### src/rtl/load_store_unit.sv
// Memory-stage load/store unit: store buffer toward the data cache, access checks, registered load path.
// Optional build macro LSU_LOAD_BYPASS_EN lets hazard-free loads overtake buffered stores.
module load_store_unit #(
    parameter int SB_DEPTH   = 4,
    parameter int ADDR_WIDTH = 32
) (
    input  logic                  clock,
    input  logic                  reset,
    input  logic                  mem_read,
    input  logic                  mem_write,
    input  logic                  wb_sel,
    input  logic [ADDR_WIDTH-1:0] alu_result,
    input  logic [31:0]           store_src,
    input  logic [2:0]            func3,
    output logic                  busywait,
    output logic [31:0]           wb_data,
    output logic                  mem_exception,
    output logic                  dc_read,
    output logic                  dc_write,
    output logic [ADDR_WIDTH-1:0] dc_addr,
    output logic [31:0]           dc_wdata,
    output logic [3:0]            dc_byteen,
    input  logic [31:0]           dc_rdata,
    input  logic                  dc_busywait
);
    localparam int PTR_W = $clog2(SB_DEPTH);
    localparam int CNT_W = PTR_W + 1;

    typedef enum logic [1:0] {IDLE, LOAD, DRAIN} state_t;

    state_t                state_q, state_d;
    logic [PTR_W-1:0]      wr_ptr_q, wr_ptr_d;
    logic [PTR_W-1:0]      rd_ptr_q, rd_ptr_d;
    logic [CNT_W-1:0]      count_q, count_d;
    logic                  load_done_q, load_done_d;
    logic [31:0]           result_q, result_d;

    logic [ADDR_WIDTH-1:0] sb_addr_q [SB_DEPTH];
    logic [31:0]           sb_data_q [SB_DEPTH];
    logic [3:0]            sb_be_q   [SB_DEPTH];

    logic [ADDR_WIDTH-1:0] ld_addr_q;
    logic [1:0]            ld_off_q;
    logic [2:0]            ld_f3_q;

    logic [ADDR_WIDTH-1:0] word_addr;
    logic [1:0]            byte_off;
    logic                  ld_f3_ok, st_f3_ok, aligned;
    logic                  ld_ok, st_ok;
    logic                  sb_full, hazard, push, pop, ld_start;

    function automatic logic [31:0] store_wdata(input logic [31:0] src, input logic [1:0] off,
                                                input logic [2:0] f3);
        logic [31:0] lane;
        case (f3[1:0])
            2'b00:   lane = {24'h0, src[7:0]};
            2'b01:   lane = {16'h0, src[15:0]};
            default: lane = src;
        endcase
        return lane << {off, 3'b000};
    endfunction

    function automatic logic [3:0] store_byteen(input logic [1:0] off, input logic [2:0] f3);
        logic [3:0] be;
        case (f3[1:0])
            2'b00:   be = 4'b0001;
            2'b01:   be = 4'b0011;
            default: be = 4'b1111;
        endcase
        return be << off;
    endfunction

    function automatic logic [31:0] load_extract(input logic [31:0] word, input logic [1:0] off,
                                                 input logic [2:0] f3);
        logic [31:0] sh;
        logic [31:0] res;
        sh = word >> {off, 3'b000};
        case (f3)
            3'b000:  res = {{24{sh[7]}}, sh[7:0]};
            3'b001:  res = {{16{sh[15]}}, sh[15:0]};
            3'b100:  res = {24'h0, sh[7:0]};
            3'b101:  res = {16'h0, sh[15:0]};
            default: res = word;
        endcase
        return res;
    endfunction

    // Access decode: size/sign legality and natural alignment
    always_comb begin
        word_addr = {alu_result[ADDR_WIDTH-1:2], 2'b00};
        byte_off  = alu_result[1:0];
        ld_f3_ok  = func3 inside {3'b000, 3'b001, 3'b010, 3'b100, 3'b101};
        st_f3_ok  = func3 inside {3'b000, 3'b001, 3'b010};
        case (func3[1:0])
            2'b00:   aligned = 1'b1;
            2'b01:   aligned = ~byte_off[0];
            2'b10:   aligned = (byte_off == 2'b00);
            default: aligned = 1'b0;
        endcase
        ld_ok         = mem_read & ld_f3_ok & aligned;
        st_ok         = mem_write & st_f3_ok & aligned;
        mem_exception = (mem_read & ~(ld_f3_ok & aligned)) | (mem_write & ~(st_f3_ok & aligned));
    end

`ifdef LSU_LOAD_BYPASS_EN
    logic [PTR_W-1:0] hz_idx;

    always_comb begin
        hazard = 1'b0;
        hz_idx = rd_ptr_q;
        for (int i = 0; i < SB_DEPTH; i++) begin
            hz_idx = rd_ptr_q + PTR_W'(i);
            if ((CNT_W'(i) < count_q) && (sb_addr_q[hz_idx] == word_addr)) begin
                hazard = 1'b1;
            end
        end
    end
`else
    assign hazard = (count_q != '0);
`endif

    // Full is judged on the registered count, so a same-cycle pop never frees a slot early
    assign sb_full  = (count_q == CNT_W'(SB_DEPTH));
    assign push     = st_ok & ~sb_full;
    assign busywait = (st_ok & sb_full) | (ld_ok & ~load_done_q);
    assign wb_data  = wb_sel ? result_q : 32'(alu_result);

    always_comb begin
        state_d     = state_q;
        ld_start    = 1'b0;
        pop         = 1'b0;
        load_done_d = 1'b0;
        result_d    = result_q;
        dc_read     = 1'b0;
        dc_write    = 1'b0;
        dc_addr     = '0;
        dc_wdata    = '0;
        dc_byteen   = '0;
        case (state_q)
            IDLE: begin
                if (ld_ok && !hazard && !load_done_q) begin
                    state_d  = LOAD;
                    ld_start = 1'b1;
                end else if (count_q != '0) begin
                    state_d = DRAIN;
                end
            end
            LOAD: begin
                dc_read = 1'b1;
                dc_addr = ld_addr_q;
                if (!dc_busywait) begin
                    result_d    = load_extract(dc_rdata, ld_off_q, ld_f3_q);
                    load_done_d = 1'b1;
                    state_d     = IDLE;
                end
            end
            DRAIN: begin
                dc_write  = 1'b1;
                dc_addr   = sb_addr_q[rd_ptr_q];
                dc_wdata  = sb_data_q[rd_ptr_q];
                dc_byteen = sb_be_q[rd_ptr_q];
                if (!dc_busywait) begin
                    pop     = 1'b1;
                    state_d = IDLE;
                end
            end
            default: state_d = IDLE;
        endcase
    end

    always_comb begin
        wr_ptr_d = push ? wr_ptr_q + PTR_W'(1) : wr_ptr_q;
        rd_ptr_d = pop  ? rd_ptr_q + PTR_W'(1) : rd_ptr_q;
        count_d  = count_q + CNT_W'(push) - CNT_W'(pop);
    end

    always_ff @(posedge clock) begin
        if (reset) begin
            state_q     <= IDLE;
            wr_ptr_q    <= '0;
            rd_ptr_q    <= '0;
            count_q     <= '0;
            load_done_q <= 1'b0;
            result_q    <= '0;
        end else begin
            state_q     <= state_d;
            wr_ptr_q    <= wr_ptr_d;
            rd_ptr_q    <= rd_ptr_d;
            count_q     <= count_d;
            load_done_q <= load_done_d;
            result_q    <= result_d;
        end
    end

    // Payload storage carries no reset; validity comes from the pointers and count
    always_ff @(posedge clock) begin
        if (push) begin
            sb_addr_q[wr_ptr_q] <= word_addr;
            sb_data_q[wr_ptr_q] <= store_wdata(store_src, byte_off, func3);
            sb_be_q[wr_ptr_q]   <= store_byteen(byte_off, func3);
        end
        if (ld_start) begin
            ld_addr_q <= word_addr;
            ld_off_q  <= byte_off;
            ld_f3_q   <= func3;
        end
    end

endmodule

### config.mk
export PLATFORM = sky130hd
export DESIGN_NAME = load_store_unit
export DESIGN_NICKNAME = d
export VERILOG_FILES = /design/src/rtl/load_store_unit.sv
export SDC_FILE = /design/constraint.sdc
export NUM_CORES = 1
export LEC_CHECK = 0
export CORE_MARGIN = 5
export CORE_UTILIZATION = 40
export DETAILED_ROUTE_END_ITERATION = 10
export PLACE_DENSITY_LB_ADDON = 0.1
export SYNTH_ARGS = -nofsm -noshare
export SYNTH_HDL_FRONTEND = slang
export SYNTH_SLANG_ARGS = --single-unit
export TNS_END_PERCENT = 30
### constraint.sdc
create_clock -name clock -period 4.6 [get_ports clock]
set_input_delay 0.92 -clock clock [delete_from_list [all_inputs] [get_ports clock]]
set_output_delay 0.92 -clock clock [all_outputs]
set_load 0.03 [all_outputs]
==> impl_metrics.csv <==
group,metric,value,unit
layout,fin_area,18510,µm²
logic_synthesis,netlist_top_cells_area,"edfxtp_1 61%, mux4_2 10%, dfxtp_1 6.0%",
pwr,leakage,6.018,nW
layout,area_growth,25.66,%
sta,grt_setup_unrepaired,"no",
worst_setup_path,crit_family,"buffers and inverters",
logic_synthesis,synthMuxAreaShare,13.89,%
logic_synthesis,synthAdderAreaFrac,0.9002,%
layout,multi_input_area,4534,µm²
clocking,clock_sinks,343,
pwr,power.share.clock,35.1,%
logic_synthesis,synth_top_family_by_area,"multiplexers",
logic_synthesis,yosys.cell_types.count,43,
logic_synthesis,ys_warn_count,0,
logic_synthesis,synth_compound_area_share,7.219,%
clocking,clock_latency,0.51,ns
die,die-area,40770,µm²
pwr,cellPowerDensity,434.0,nW/µm²
placement,globalplace.congestion,0.8150,
worst_setup_path,cp-start-kind,"input port",
logic_synthesis,synth_xor_area_share,0.2972,%
route,wl,39700,µm
logic_synthesis,yosys-top-cells-count,"299 x edfxtp_1, 66 x mux4_2, 63 x o21ai_0",
hold_path,hold_path_class,"reg2reg",
logic_synthesis,synth-edff-count,299,
sta,tns,0,ns
pwr,p_sw_share,26.68,%
clocking,clkSlewWorstSetupHoldPaths,0.06,ns
logic_synthesis,syn-instance-count,947,
sta,period_share,88.04,%
pwr,pwr-share-seq,45.3,%
worst_setup_path,critPathRequiredTime,3.68,ns
die,initial_core_util,40.34,%
placement,dp_slack,0.6165,ns
logic_synthesis,syn_area_per_cell,15.56,µm²
status,outcome,"finished clean",
sta,fmax,246.9,MHz
layout,fillers,3094,
die,io_pins,209,
worst_setup_path,max_stage_delay,0.72,ns
route,via_per_inst,5.447,
pwr,intPower,5.891,mW
pwr,combPwrFrac,19.5,%
clocking,cts_hold_buf,0,
clocking,post-cts-setup-buffers,0,
global_routing,track_usage,18.88,%
placement,portBuffers,206,
worst_setup_path,crit_chain,"clkdlybuf4s50_1 > nor4_1 > nor2_1 > buf_4 > a21oi_1 > clkdlybuf4s50_1",
clocking,cts_buffers,38,
logic_synthesis,ys_async_sr_fraction,0,%
flow_run,drv_cap,0,
logic_synthesis,yosys.area_share.simple,8.246,%
sta,worst_pin_slew,1.249,ns
layout,fin_cells,1655,
placement,hpwlAfterDp,26070,µm
layout,layout.nets,1274,
sta,slew_headroom,16.75,%
route,via_count,9015,
worst_setup_path,crit_path_frequent_cell,"clkdlybuf4s50_1",
clocking,postCtsResizedCells,0,
logic_synthesis,synth_top_cell_by_area,"edfxtp_1",
clocking,htreeDepth,2,
logic_synthesis,yosys.cell_count.top_type,"edfxtp_1",
layout,drive_above_1_share,16.10,%
worst_setup_path,criticalPathCategory,"in2out",
pwr,p_switching,2.143,mW
route,remaining_drc_errors,0,
route,wl_per_cell,23.99,µm
logic_synthesis,ys_seq_area_share,66.92,%
route,ant_nets,0,
global_routing,grt_max_degree,55,
global_routing,antenna_found_initial,1,
die,die_w,201.9,µm
die,num_rows,70,
sta,worst_clock_skew,0.01105,ns
sta,setup_viol,0,
layout,seqCellArea,9864,µm²
logic_synthesis,ys_ff_latch,343,
global_routing,grt_pass1_vias,9315,
sta,final-hold-violation-count,0,
logic_synthesis,synthFlopType,"edfxtp_1",
die,die_y,201.9,µm
placement,placed_cell_area,17370,µm²
pwr,report.power.total,8.035,mW
placement,dp_cells,1587,
logic_synthesis,synth_area,14730,µm²
worst_setup_path,cp.buffers_inverters,3,
die,coreArea,36520,µm²
sta,slew_viol_final,0,
global_routing,grt_pass1_wl,59010,µm
global_routing,grt-ovfl-total,0,
worst_setup_path,worstPathMaxFanout,4,
worst_setup_path,cp-end-kind,"primary output",
clocking,cts.path.max_buffers,3,
pwr,ir_drop,0.0002498,V
worst_setup_path,cp_data_arrival_time,3.13,ns
route,first_pass_iters,7,
clocking,cts_root_buffer,"clkbuf_16",
sta,fin_ws,0.5503,ns
logic_synthesis,yosysTopAreaCellShare,60.94,%
worst_setup_path,cpMaxStageDelayCell,"clkdlybuf4s50_1",
sta,min_period,4.050,ns
route,drt_iter0_drc,572,
clocking,cts_tree,"built",
## final cells by class
cell class	instances	area share, %
multi-input combinational	527	24.49
timing repair buffer	238	12.65
antenna	1	0.01352
sequential	343	53.28
clock inverter	15	0.6353
tap	468	3.163
clock buffer	52	5.535
inverter	11	0.2230
## flip-flops by register name, summed over array words and instances, names as in the netlist, named ones only
| register | cells |
|---|---|
| sb_data_q | 128 |
| sb_addr_q | 120 |
| result_q | 32 |
| ld_addr_q | 30 |
| sb_be_q | 16 |
| count_q | 3 |
| ld_f3_q | 3 |
| ld_off_q | 2 |
| rd_ptr_q | 2 |
| state_q | 2 |
| wr_ptr_q | 2 |
| load_done_q | 1 |
## metal layers
| metal | GRT usage, % | wire [µm] | vias to the layer above | part of all wire, % |
|---|---|---|---|---|
| met2 | 29.98 | 18480 | 302 | 47 |
| met5 | 0 | 7 | - | 0.018 |
| met1 | 27.20 | 18070 | 4563 | 46 |
| met3 | 3.963 | 2464 | 47 | 6.2 |
| met4 | 3.882 | 678 | 2 | 1.7 |
| li1 | - | - | 4101 | - |
## worst reg2reg max path, stage by stage (launching register included)
cell and delay, ns:
dfxtp_1 0.32, inv_1 0.09, ha_1 0.71, buf_12 0.28, nand2b_1 0.49, a2111oi_4 0.82, a211oi_1 0.19
## power groups by stage
stage	Clock [mW]	Combinational, mW	Sequential, mW
after floorplan	0	1.02	3.63
after global placement	0	1.59	3.71
after detailed placement	0	1.59	3.71
after CTS	2.89	1.59	3.64
after global routing	3.02	1.68	3.66
final	2.82	1.57	3.64
## logic make-up after synthesis
family | Yosys count
buf+inv | 78
flops | 343
fa+ha+maj | 10
simple gates | 222
other cells | 1
xor+xnor | 5
compound gates | 170
mux | 118
## path summary, 6_finish.rpt
| kind | depth (start not counted) | slack, ns | start | end |
|---|---|---|---|---|
| worst max register to register | 6 | 1.57 | state_q[1] | result_q[15] |
| worst min-delay path | 2 | 0.47 | result_q[0] | result_q[0] |
| worst min register to register | 2 | 0.47 | result_q[0] | result_q[0] |
| worst max-delay path | 6 | 0.55 | func3[2] | busywait |
## placed cells by master, fill, tap and decap left out, types with 2 or more instances in the layout
master,n
inv_1,10
buf_12,4
and3_1,16
mux2i_1,20
edfxtp_1,299
a32oi_1,8
nand2b_1,11
xnor2_1,3
buf_2,2
a211oi_1,8
a21oi_1,31
conb_1,2
clkdlybuf4s50_1,204
bufinv_16,2
clkbuf_1,13
nor2_1,35
o21ai_0,63
nand2_1,42
nor3_1,3
and2_4,4
buf_4,28
nand3b_1,9
and2_1,56
clkinv_1,10
a22oi_1,30
mux4_2,66
mux2_2,32
clkinv_2,3
ha_1,8
clkbuf_16,39
nor4_1,2
o32ai_1,7
o22ai_1,19
xor2_1,2
nor2b_1,36
dfxtp_1,42
## through the flow
| step | util (%) | hold WS (ns) |
|---|---|---|
| after floorplan | - | 0.4455 |
| after global placement | 47.55 | 0.4608 |
| after detailed placement | 47.55 | 0.4590 |
| after CTS | 50.68 | 0.4702 |
| after global routing | 50.68 | 0.4844 |
| final | 50.69 | 0.4709 |
Note: power is estimated with default switching activity, not from simulation.
